$ cat config.mk
export PLATFORM = sky130hd
export DESIGN_NAME = mult_share_sched
export DESIGN_NICKNAME = d
export VERILOG_FILES = /design/src/rtl/mult_sched_pkg.sv /design/src/rtl/mult_share_sched_rr_arbiter.sv /design/src/rtl/mult_share_sched.sv
export SDC_FILE = /design/constraint.sdc
export NUM_CORES = 1
export LEC_CHECK = 0
export CAP_MARGIN = 20
export CORE_AREA = 2 2 88 90
export DETAILED_ROUTE_END_ITERATION = 12
export DIE_AREA = 0 0 90 92
export GPL_TIMING_DRIVEN = 0
export PLACE_DENSITY = 0.55
export SLEW_MARGIN = 20
export SYNTH_ARGS = -nofsm -noshare
export SYNTH_HDL_FRONTEND = slang
export SYNTH_SLANG_ARGS = --single-unit
export TNS_END_PERCENT = 100
$ cat constraint.sdc
create_clock -name clk -period 3.05 [get_ports clk]
set_input_delay 0.4575 -clock clk [delete_from_list [all_inputs] [get_ports clk]]
set_output_delay 0.4575 -clock clk [all_outputs]
set_load 0.01 [all_outputs]
$ cat src/rtl/mult_sched_pkg.sv
// Shared types and widths for the time-shared 4x4 multiplier scheduler.
package mult_sched_pkg;

  localparam int OPW  = 4;
  localparam int PW   = 8;
  localparam int CNTW = 4;

  typedef enum logic [1:0] {
    IDLE,
    WAIT,
    RESP
  } state_t;

endpackage

$ cat src/rtl/mult_share_sched_rr_arbiter.sv
// Combinational round-robin arbiter: first asserted request at or after ptr, wrapping modulo N.
module rr_arbiter
  import mult_sched_pkg::*;
#(
  parameter int N  = 4,
  parameter int IW = $clog2(N)
) (
  input  logic [N-1:0]  req,
  input  logic [IW-1:0] ptr,
  output logic [N-1:0]  gnt,
  output logic [IW-1:0] idx,
  output logic          any
);

  logic [N-1:0] scan;
  int           off;

  // Rotate so bit 0 is the requester at ptr, then take the first set bit.
  always_comb begin
    scan = N'({req, req} >> ptr);
    off  = 0;
    any  = 1'b0;
    for (int k = 0; k < N; k++) begin
      if (!any && scan[0]) begin
        any = 1'b1;
        off = k;
      end
      scan = scan >> 1;
    end
    idx = IW'((int'(ptr) + off) % N);
    gnt = any ? (N'(1) << idx) : '0;
  end

endmodule

$ cat src/rtl/mult_share_sched.sv
// Time-shares one external 4x4 combinational multiplier among NREQ requesters with round-robin grants.
module mult_share_sched
  import mult_sched_pkg::*;
#(
  parameter int NREQ   = 4,
  parameter int SETTLE = 1,
  parameter int IDW    = $clog2(NREQ)
) (
  input  logic              clk,
  input  logic              rst,
  input  logic [NREQ-1:0]   req_valid,
  input  logic [NREQ*4-1:0] req_x,
  input  logic [NREQ*4-1:0] req_y,
  output logic [NREQ-1:0]   req_ready,
  output logic [OPW-1:0]    mul_x,
  output logic [OPW-1:0]    mul_y,
  input  logic [PW-1:0]     mul_o,
  output logic              resp_valid,
  input  logic              resp_ready,
  output logic [IDW-1:0]    resp_id,
  output logic [PW-1:0]     resp_o,
  output logic              busy
);

  state_t           state_q, state_d;
  logic [IDW-1:0]   rr_ptr_q, rr_ptr_d;
  logic [CNTW-1:0]  cnt_q, cnt_d;
  logic [OPW-1:0]   mul_x_q, mul_x_d;
  logic [OPW-1:0]   mul_y_q, mul_y_d;
  logic [IDW-1:0]   id_q, id_d;
  logic [PW-1:0]    resp_o_q, resp_o_d;
  logic [IDW-1:0]   resp_id_q, resp_id_d;
  logic             resp_valid_q, resp_valid_d;

  logic [NREQ-1:0]  arb_gnt;
  logic [IDW-1:0]   arb_idx;
  logic             arb_any;

  rr_arbiter #(
    .N  (NREQ),
    .IW (IDW)
  ) u_arb (
    .req (req_valid),
    .ptr (rr_ptr_q),
    .gnt (arb_gnt),
    .idx (arb_idx),
    .any (arb_any)
  );

  // Grants depend only on state and req_valid, never on resp_ready or mul_o.
  always_comb begin
    state_d      = state_q;
    rr_ptr_d     = rr_ptr_q;
    cnt_d        = cnt_q;
    mul_x_d      = mul_x_q;
    mul_y_d      = mul_y_q;
    id_d         = id_q;
    resp_o_d     = resp_o_q;
    resp_id_d    = resp_id_q;
    resp_valid_d = resp_valid_q;
    req_ready    = '0;

    case (state_q)
      IDLE: begin
        if (arb_any) begin
          req_ready = arb_gnt;
          mul_x_d   = OPW'(req_x >> (int'(arb_idx) * OPW));
          mul_y_d   = OPW'(req_y >> (int'(arb_idx) * OPW));
          id_d      = arb_idx;
          rr_ptr_d  = (arb_idx == IDW'(NREQ - 1)) ? '0 : arb_idx + IDW'(1);
          cnt_d     = CNTW'(SETTLE - 1);
          state_d   = WAIT;
        end
      end
      WAIT: begin
        if (cnt_q != '0) begin
          cnt_d = cnt_q - CNTW'(1);
        end else begin
          resp_o_d     = mul_o;
          resp_id_d    = id_q;
          resp_valid_d = 1'b1;
          state_d      = RESP;
        end
      end
      RESP: begin
        if (resp_ready) begin
          resp_valid_d = 1'b0;
          state_d      = IDLE;
        end
      end
      default: state_d = IDLE;
    endcase
  end

  always_ff @(posedge clk or posedge rst) begin
    if (rst) begin
      state_q      <= IDLE;
      rr_ptr_q     <= '0;
      cnt_q        <= '0;
      mul_x_q      <= '0;
      mul_y_q      <= '0;
      id_q         <= '0;
      resp_o_q     <= '0;
      resp_id_q    <= '0;
      resp_valid_q <= 1'b0;
    end else begin
      state_q      <= state_d;
      rr_ptr_q     <= rr_ptr_d;
      cnt_q        <= cnt_d;
      mul_x_q      <= mul_x_d;
      mul_y_q      <= mul_y_d;
      id_q         <= id_d;
      resp_o_q     <= resp_o_d;
      resp_id_q    <= resp_id_d;
      resp_valid_q <= resp_valid_d;
    end
  end

  assign mul_x      = mul_x_q;
  assign mul_y      = mul_y_q;
  assign resp_o     = resp_o_q;
  assign resp_id    = resp_id_q;
  assign resp_valid = resp_valid_q;
  assign busy       = (state_q != IDLE);

endmodule

==> results.txt, run 1 <==
total die area: 8280 sq um
CP max FO: 8
peak supply drop: 467.9 uV
Unique masters post-synth: 38
CTS tree: built
post-synth net total: 229
Overflow after GRT: 0
DR DRC count: 0
vias in the first global route: 1639
Tmin final: 2.925 ns
Total Negative Setup Slacks: 0 ns
status: complete, no violations
Synth Register Bits: 29
Tot Pwr: 2.967 mW
Mapped Area: 1715 sq um
DR vias: 1669
period utilization: 95.89%
Placement Cell Area: 2544 sq um
port bufs: 70
die width: 90 microns
Yosys top cell by area: dfrtp_1
Post-synth EDFFs: 0
drt via density: 4.560
register area share after synthesis: 42.30%
CTS Hold Buffers Added: 0
Post-DP HPWL: 3.518 mm
DRT iter0 DRCs: 59
Fmax: 0.3419 GHz
io pins: 71
post-route ant nets: 0
All-Layer GR Usage: 12.17%
# diodes: 0
Longest Clk Path Bufs: 2
synth warn: 0
first-pass GRT wire length: 8.010 mm
Max Slew Vio Count: 0
ratio of cells with drive above 1 in the final layout: 22.35%
Finished Cell Area: 2811 sq um
Synth Instances: 178
die height: 92 microns
Least-Margin Pin Slew: 0.6272 ns
Setup violations, final: 0
# rows: 32
most frequent cell after synthesis: dfrtp_1
CTS root buffer: clkbuf_8
top cells by count, synth: 29 x dfrtp_1, 25 x nand2_1, 17 x nor2b_1
starting density of the core: 23.03%
skew final: 0.001813 ns
CTS HTree Levels: 2
critical path endpoint category: primary output
Setup Crit Path Kind: in2out
Layout Utilization: 37.75%
worst hold path type: reg2reg
First-pass DRT Iterations: 5
leakage power: 1.143 nW
GPL Wtd Cong: 0.7321
post-synth top area share: 42.30%
core area: 7447 sq um
clk sinks: 29
crit path DAT: 2.47 ns
largest net degree at the start of global routing: 30
clock buffer count from CTS: 5
Layout area overhead: 63.90%
Clock transition at path regs: 0.06 ns
Max Cap Viol: 0
Fin. Hold Viols: 0
Main synth FF type: dfrtp_1
Clock Latency Late Sink: 0.28 ns
slew margin rel.: 58.13%
Syn Area/Cell: 9.637 sq um
Filler cells: 780
Total Wirelength: 5.022 mm
ranking of synthesized cells by area: dfrtp_1 42%, nor2b_1 6.2%, nand2_1 5.5%, mux2_2 5.3%, o31ai_1 4.4%
ys async rst share: 100.0%
worst path required time: 2.59 ns
nets: 315
P per Cell Area: 1055 nW/um^2
startpoint types: primary input
drt wl/cell: 13.72 microns
initial antenna violation count: 0
-- worst paths after layout --
check / from / end / slack [ns] / depth (start not counted)
worst max register to register: rr_ptr_q[0]$_DFFE_PP0P_ / mul_x[2]$_DFFE_PP0P_ / 0.56 / 13
worst min-delay path: mul_x[2]$_DFFE_PP0P_ / mul_x[2]$_DFFE_PP0P_ / 0.48 / 2
min in group asynchronous: rst / resp_o[4]$_DFFE_PP0P_ / 0.57 / 2
worst max-delay path: req_valid[0] / req_ready[3] / 0.13 / 13
max in group asynchronous: rst / state_q[0]$_DFFE_PP0P_ / 2.06 / 2
worst min register to register: mul_x[2]$_DFFE_PP0P_ / mul_x[2]$_DFFE_PP0P_ / 0.48 / 2
-- worst max-delay path: stages --
cell	delay (ns)
clkdlybuf4s15_2	0.28
nand2b_1	0.15
o22ai_2	0.08
o21ai_2	0.13
o221ai_2	0.12
ha_4	0.21
xnor2_4	0.15
nor3_4	0.22
nor2_4	0.06
inv_2	0.08
ha_2	0.18
and2_4	0.14
clkdlybuf4s15_2	0.22
-- area by class of cell --
class | instances | area, sq um | area share [%]
inverters | 8 | 30.03 | 1.068
well taps | 102 | 127.6 | 4.539
multi-input cells | 131 | 1026 | 36.49
flip-flops and latches | 29 | 725.7 | 25.81
plain buffers | 10 | 61.31 | 2.181
repair buffers | 79 | 754.5 | 26.84
clock buffers | 7 | 86.33 | 3.071
-- routing by layer --
metal  up-vias  track usage [%]  wire [microns]
li1        817                -               -
met3         5            4.684             438
met1       778            15.18            2250
met2        69            19.55            2291
met4         0            3.718              42
met5         -                0               0
-- metrics by stage --
stage,std cells,hold WS [ns],setup slack [ns]
finish,366,0.4785,0.1255
global route,366,0.5128,-0.01261
CTS,363,0.4850,0.004466
detailed placement,350,0.4685,-1.192
global placement,350,0.4605,-1.216
floorplan,178,0.4426,0.4037
-- kinds of logic (layout without fill, tap and decap cells) --
group                      count (synthesis)  count (layout)  synth area share, %
adders and majority gates                  4               4                2.918
and+or+nand+nor                           70              70                21.30
buffers and inverters                     18             104                4.376
AOI/OAI and AO/OA                         42              42                19.62
DFF                                       29              29                42.31
xor gates and xnor gates                   4               4                2.043
muxes                                     11              11                7.440
-- power by group --
| part | internal, mW | total, mW | switching [mW] | leakage, nW |
|---|---|---|---|---|
| sequential | 0.577 | 0.674 | 0.0973 | 0.351 |
| clock | 0.179 | 0.318 | 0.139 | 0.0443 |
| combinational | 0.970 | 1.97 | 1.00 | 0.747 |
| total | 1.73 | 2.97 | 1.24 | 1.14 |
-- timing repair --
action / in CTS / in global routing
endpoints found under the setup margin: 10 / 4
pin swaps: 3 / 5
setup buffers: 6 / 3
resized for setup: 36 / 13
hold endpoints to repair: 0 / 0
-- placed cells by master (no fill, tap or decap), drive strengths merged, types with 4 or more instances in the layout --
cell           instances
ha                     4
dfrtp                 29
nor3                   5
nor2b                 17
or2                    4
buf                   16
clkbuf                13
o21ai                  7
a2111oi                8
a221oi                 8
nor2                   7
o31ai                 10
clkdlybuf4s50         62
mux2                  11
inv                    8
nand2                 25
-- registers in the layout (all words and copies together) (netlist names) --
register and cells:
resp_valid 1, state_q 2, mul_y 4, mul_x 4
id_q 2, resp_o 8, resp_id 2, cnt_q 4
rr_ptr_q 2
Note: power is estimated with default switching activity, not from simulation.
==> run 2, diff against run 1 <==
Settings changed: TNS_END_PERCENT 100 to 10.
==> run 2 against run 1 <==
First-iteration DRC count grew 12%. Global-route usage shrank 0.18 points. Routed wire length shrank 1.8%. Design area shrank 0.76%. Register-to-register slack is essentially flat. Clock power is essentially flat. Sequential power is essentially flat. Die area is the same. Sequential share of layout area grew 0.20 points. Critical path type is now reg2out. Critical endpoint is now req_ready[1].
==> results.txt, run 2 (synthesis gave the netlist of run 1 again) <==
CP peak stage delay: 0.39 ns (+0.11 ns)
DR DRC count: 0 (unchanged)
top sig layer: met4
cell count of the worst reg-to-reg path: 13 (unchanged)
DR vias: 1641 (-1.7%)
most frequent cells in the layout: 62 x clkdlybuf4s50_1, 29 x dfrtp_1, 25 x nand2_1, 17 x nor2b_1, 10 x o31ai_1
crit path DAT: 2.41 ns (-0.06 ns)
crit-path leading delay family: buffers and inverters
crit path from: rr_ptr_q[0]$_DFFE_PP0P_
All-Layer GR Usage: 12.00% (-0.18 points)
Layout Utilization: 37.47% (-0.29 points)
# diodes: 0 (unchanged)
drt wl/cell: 13.48 microns (-1.8%)
Critical Path Stages: 11 (-2)
port bufs: 70 (unchanged)
die width: 90 microns (unchanged)
skew final: 0.001951 ns (+0.0001382 ns)
worst hold path type: reg2reg
CTS tree: built
total die area: 8280 sq um (unchanged)
Final Non-Filler Cells: 366 (unchanged)
first-pass GRT wire length: 7.900 mm (-1.4%)
Clock Latency Late Sink: 0.28 ns (about the same)
Post-DP HPWL: 3.518 mm (unchanged)
Fin. Hold Viols: 0 (unchanged)
CP max FO: 10 (+2)
DRT iter0 DRCs: 66 (+12%)
Clock transition at path regs: 0.06 ns (about the same)
worst r2r src: rr_ptr_q[0]$_DFFE_PP0P_
drt via density: 4.484 (-1.7%)
leakage power: 1.146 nW (+0.26%)
Tot Pwr: 2.947 mW (-0.66%)
peak supply drop: 464.2 uV (-0.78%)
max FFs per register: 8 (unchanged)
CTS Hold Buffers Added: 0 (unchanged)
die height: 92 microns (unchanged)
met3 wire length: 395 microns (-9.8%)
initial antenna violation count: 0 (unchanged)
Met1 Wirelength: 2.271 mm (+0.93%)
clock buffer count from CTS: 5 (unchanged)
CTS HTree Levels: 2 (unchanged)
Hold Crit Depth: 2 (unchanged)
worst path required time: 2.59 ns (about the same)
WL met2: 2.225 mm (-2.9%)
status: complete, no violations
commonest non-fill, non-tap cell in the layout: clkdlybuf4s50_1
# rows: 32 (unchanged)
P per Cell Area: 1056 nW/um^2 (+0.10%)
worst path bufs/invs: 4 (+1)
vias in the first global route: 1616 (-1.4%)
First-pass DRT Iterations: 4 (-1)
Setup Crit Path Kind: reg2out
Longest Clk Path Bufs: 2 (unchanged)
post-route ant nets: 0 (unchanged)
Least-Margin Pin Slew: 0.6353 ns (+0.008172 ns)
Fmax: 0.3489 GHz (+2.0%)
Max Cap Viol: 0 (unchanged)
Placed Cells: 350 (unchanged)
io pins: 71 (unchanged)
core area: 7447 sq um (unchanged)
GPL Wtd Cong: 0.7321 (unchanged)
Tmin final: 2.866 ns (-0.05857 ns)
worst path cell trace: buf_6, nand2_1, o22ai_1, o21ai_2, o221ai_2, ha_4, clkbuf_4, clkbuf_4, nand2_1, nor2_1, dlygate4sd2_1
Max Slew Vio Count: 0 (unchanged)
largest net degree at the start of global routing: 30 (unchanged)
clk sinks: 29 (unchanged)
Layout area overhead: 62.66%
CTS root buffer: clkbuf_8
Overflow after GRT: 0 (unchanged)
slew margin rel.: 57.58% (-0.55 points)
critical path endpoint category: primary output
starting density of the core: 23.03% (unchanged)
Filler cells: 784 (+0.51%)
Total Wirelength: 4.933 mm (-1.8%)
Setup violations, final: 0 (unchanged)
period utilization: 93.97% (-1.9 points)
hold path startpoint: mul_x[2]$_DFFE_PP0P_
nets: 315 (unchanged)
startpoint types: register
CP max-delay cell: dfrtp_1
RSZ-0062 raised after global routing: no
ratio of cells with drive above 1 in the final layout: 21.59% (-0.76 points)
-- run 2: power by group --
group | switching, mW | total (mW) | internal [mW] | leakage, nW
clock network | 0.139 | 0.318 | 0.179 | 0.0443
registers | 0.0973 | 0.674 | 0.577 | 0.351
logic | 0.994 | 1.96 | 0.962 | 0.750
-- run 2: per-stage QoR --
stage	setup slack, ns	setup TNS (ns)	hold slack (ns)	instance area, sq um
after global routing	0.009333	0	0.5128	2790
after global placement	-1.216	-8.315	0.4605	2544
after detailed placement	-1.192	-8.069	0.4685	2544
after CTS	-0.05656	-0.05656	0.4850	2729
final	0.1840	0	0.4786	2790
after floorplan	0.4037	0	0.4426	1715
-- run 2: cell type report --
type	instances	area, sq um	share of cell area, %
well taps	102	127.6	4.574
clock buffers	7	86.33	3.094
plain buffers	10	61.31	2.197
multi-input cells	131	1020	36.55
flip-flops and latches	29	725.7	26.01
inverters	8	30.03	1.076
repair buffers	79	739.5	26.50
-- run 2: repair_timing --
action | 4_1_cts | 5_1_grt
hold endpoints to repair | 0 | 0
endpoints found under the setup margin | 10 | 4
resized for setup | 30 | 16
pin swaps | 3 | 5
buffers inserted | 3 | 6
-- run 2: path summary, 6_finish.rpt --
check,end,slack (ns)
worst max register to register,mul_x[2]$_DFFE_PP0P_,0.55
min in group asynchronous,resp_o[4]$_DFFE_PP0P_,0.58
worst min register to register,mul_x[2]$_DFFE_PP0P_,0.48
worst min-delay path,mul_x[2]$_DFFE_PP0P_,0.48
worst max-delay path,req_ready[1],0.18
max in group asynchronous,id_q[1]$_DFFE_PP0P_,2.05
-- run 2: metal layers --
metal,global-route usage (%),vias up
met1,15.13,762
met5,0,-
li1,-,819
met4,3.718,0
met3,4.684,5
met2,18.98,55
-- run 2: worst min-delay path: cells and delay by family (launching register included) --
family	cells	cell delay (ns)
and+or+nand+nor	1	0.05
AOI/OAI and AO/OA	1	0.05
DFF	1	0.34
==> run 3, diff against run 2 <==
Settings changed: SETUP_SLACK_MARGIN from default to 0.1.
==> run 3 against run 2 <==
Clock power is essentially flat. Largest cell class unchanged. Count of clock-buffer cells in the layout is the same. Die area is the same. Critical path depth is the same. Critical endpoint unchanged. Largest power group unchanged. Highest routed layer unchanged. Register-to-register slack gained 0.08 ns. Total power shrank 1.9%. Final cell count shrank 0.82%. Combinational power shrank 3%. Routed wire length shrank 1.5%. Design area shrank 0.99%. Via count shrank 0.12%.
==> results.txt, run 3 (synthesis gave the netlist of run 1 again) <==
critical path endpoint category: primary output
core area: 7447 sq um (unchanged)
All-Layer GR Usage: 12.10% (+0.11 points)
Layout area overhead: 61.05%
peak supply drop: 470.8 uV (+1.4%)
total die area: 8280 sq um (unchanged)
Filler cells: 782 (-0.26%)
Post-DP HPWL: 3.518 mm (unchanged)
Overflow after GRT: 0 (unchanged)
post-route ant nets: 0 (unchanged)
Hold Slack: 0.4785 ns (-0.0001300 ns)
CTS HTree Levels: 2 (unchanged)
Least-Margin Pin Slew: 0.6276 ns (-0.007773 ns)
Final Non-Filler Cells: 363 (-0.82%)
max FFs per register: 8 (unchanged)
Max Cap Viol: 0 (unchanged)
slew margin rel.: 58.10% (+0.52 points)
DRT iter0 DRCs: 101 (+53%)
Fin. Hold Viols: 0 (unchanged)
status: complete, no violations
clock buffer count from CTS: 5 (unchanged)
Min-Delay Endpoint: mul_x[2]$_DFFE_PP0P_
Place WS: -1.192 ns (unchanged)
io pins: 71 (unchanged)
Tot Pwr: 2.890 mW (-1.9%)
die height: 92 microns (unchanged)
Tmin final: 2.875 ns (+0.009027 ns)
RSZ-0062 raised after global routing: yes
Critical Path Stages: 11 (unchanged)
startpoint types: primary input
hold path startpoint: mul_x[2]$_DFFE_PP0P_
Total Wirelength: 4.860 mm (-1.5%)
cell count of the worst reg-to-reg path: 12 (-1)
worst path cell trace: dlygate4sd2_1, nand2_1, o22ai_1, o21ai_1, o221ai_2, ha_4, clkbuf_4, buf_4, nand2_1, nor2_1, dlygate4sd2_1
Setup Crit Path Kind: in2out
worst path required time: 2.59 ns (about the same)
worst r2r src: rr_ptr_q[0]$_DFFE_PP0P_
leakage power: 1.124 nW (-1.8%)
GPL Wtd Cong: 0.7321 (unchanged)
starting density of the core: 23.03% (unchanged)
Clock Latency Late Sink: 0.28 ns (about the same)
Setup violations, final: 0 (unchanged)
worst hold path type: reg2reg
CTS root buffer: clkbuf_8
CP peak stage delay: 0.32 ns (-0.07 ns)
period utilization: 94.26% (+0.30 points)
ratio of cells with drive above 1 in the final layout: 19.92% (-1.7 points)
Fmax: 0.3478 GHz (-0.31%)
worst setup margin: 0.1750 ns (-0.009027 ns)
most frequent cells in the layout: 62 x clkdlybuf4s50_1, 29 x dfrtp_1, 25 x nand2_1, 17 x nor2b_1, 10 x o31ai_1
# rows: 32 (unchanged)
vias in the first global route: 1636 (+1.2%)
Longest Clk Path Bufs: 2 (unchanged)
DR vias: 1639 (-0.12%)
Layout Utilization: 37.10% (-0.37 points)
clk sinks: 29 (unchanged)
CTS Hold Buffers Added: 0 (unchanged)
Max Slew Vio Count: 0 (unchanged)
crit-path leading delay family: buffers and inverters
DR DRC count: 0 (unchanged)
CP max FO: 10 (unchanged)
Placed Cells: 350 (unchanged)
crit path DAT: 2.42 ns (about the same)
largest net degree at the start of global routing: 30 (unchanged)
nets: 312 (-0.95%)
skew final: 0.001951 ns (-0.00000003000 ns)
initial antenna violation count: 0 (unchanged)
setup slack, reg-to-reg: 0.63 ns (+0.08 ns)
drt via density: 4.515 (+0.70%)
die width: 90 microns (unchanged)
Hold Crit Depth: 2 (unchanged)
Clock transition at path regs: 0.06 ns (about the same)
commonest non-fill, non-tap cell in the layout: clkdlybuf4s50_1
CTS tree: built
P per Cell Area: 1046 nW/um^2 (-0.97%)
RR Endpoint: mul_x[2]$_DFFE_PP0P_
Placement Cell Area: 2544 sq um (unchanged)
Total Negative Setup Slacks: 0 ns (unchanged)
Finished Cell Area: 2763 sq um (-0.99%)
first-pass GRT wire length: 7.969 mm (+0.87%)
CP max-delay cell: dlygate4sd2_1
worst path bufs/invs: 4 (unchanged)
# diodes: 0 (unchanged)
First-pass DRT Iterations: 4 (unchanged)
port bufs: 70 (unchanged)
drt wl/cell: 13.39 microns (-0.67%)
==> run 3: cell count changes in the layout (fill, tap and decap cells not counted), sizes merged <==
cell / change
buf: -1
clkbuf: -5
clkdlybuf4s15: +3
==> run 3: per-layer routing <==
metal | global-route usage [%] | vias to the layer above | routed length, microns
li1 | - | 814 | -
met1 | 15.23 | 765 | 2240
met2 | 19.24 | 55 | 2185
met3 | 4.684 | 5 | 391
met4 | 3.718 | 0 | 42
met5 | 0 | - | 0
==> run 3: layout make-up <==
cell class                      instances  area [sq um]  area share (%)
Inverter                                8         30.03           1.087
Multi-Input combinational cell        131         996.0           36.05
Timing Repair Buffer                   76         735.7           26.63
Tap cell                              102         127.6           4.620
Clock buffer                            7         86.33           3.125
Sequential cell                        29         725.7           26.27
Buffer                                 10         61.31           2.219
==> run 3: how the worst max path moves through the flow <==
stage	from	end	slack, ns
after CTS	rr_ptr_q[0]$_DFFE_PP0P_	req_ready[2]	0.07
after global routing	rr_ptr_q[0]$_DFFE_PP0P_	req_ready[1]	0.0009
after detailed placement	req_valid[0]	req_ready[1]	-1.19
final	req_valid[2]	req_ready[1]	0.18
after floorplan	rr_ptr_q[0]$_DFFE_PP0P_	req_ready[1]	0.40
after global placement	req_valid[0]	req_ready[1]	-1.22
==> run 3: tightest hold or removal path, delay by kind of cell, from the launching register on <==
kind | cells | cell delay (ns)
AOI/OAI and AO/OA | 1 | 0.05
DFF | 1 | 0.34
and+or+nand+nor | 1 | 0.05
==> run 3: timing repair <==
| action | 4_1_cts | 5_1_grt |
|---|---|---|
| cloned | 0 | 0 |
| pin swaps | 5 | 2 |
| endpoints found under the setup margin | 14 | 4 |
| setup buffers | 5 | 1 |
| resized for setup | 39 | 4 |
==> run 3: report_power, final <==
group	total (mW)	internal, mW	switching (mW)	leakage, nW
Sequential	0.673	0.577	0.0966	0.351
Clock	0.318	0.179	0.139	0.0443
Combinational	1.90	0.929	0.970	0.729
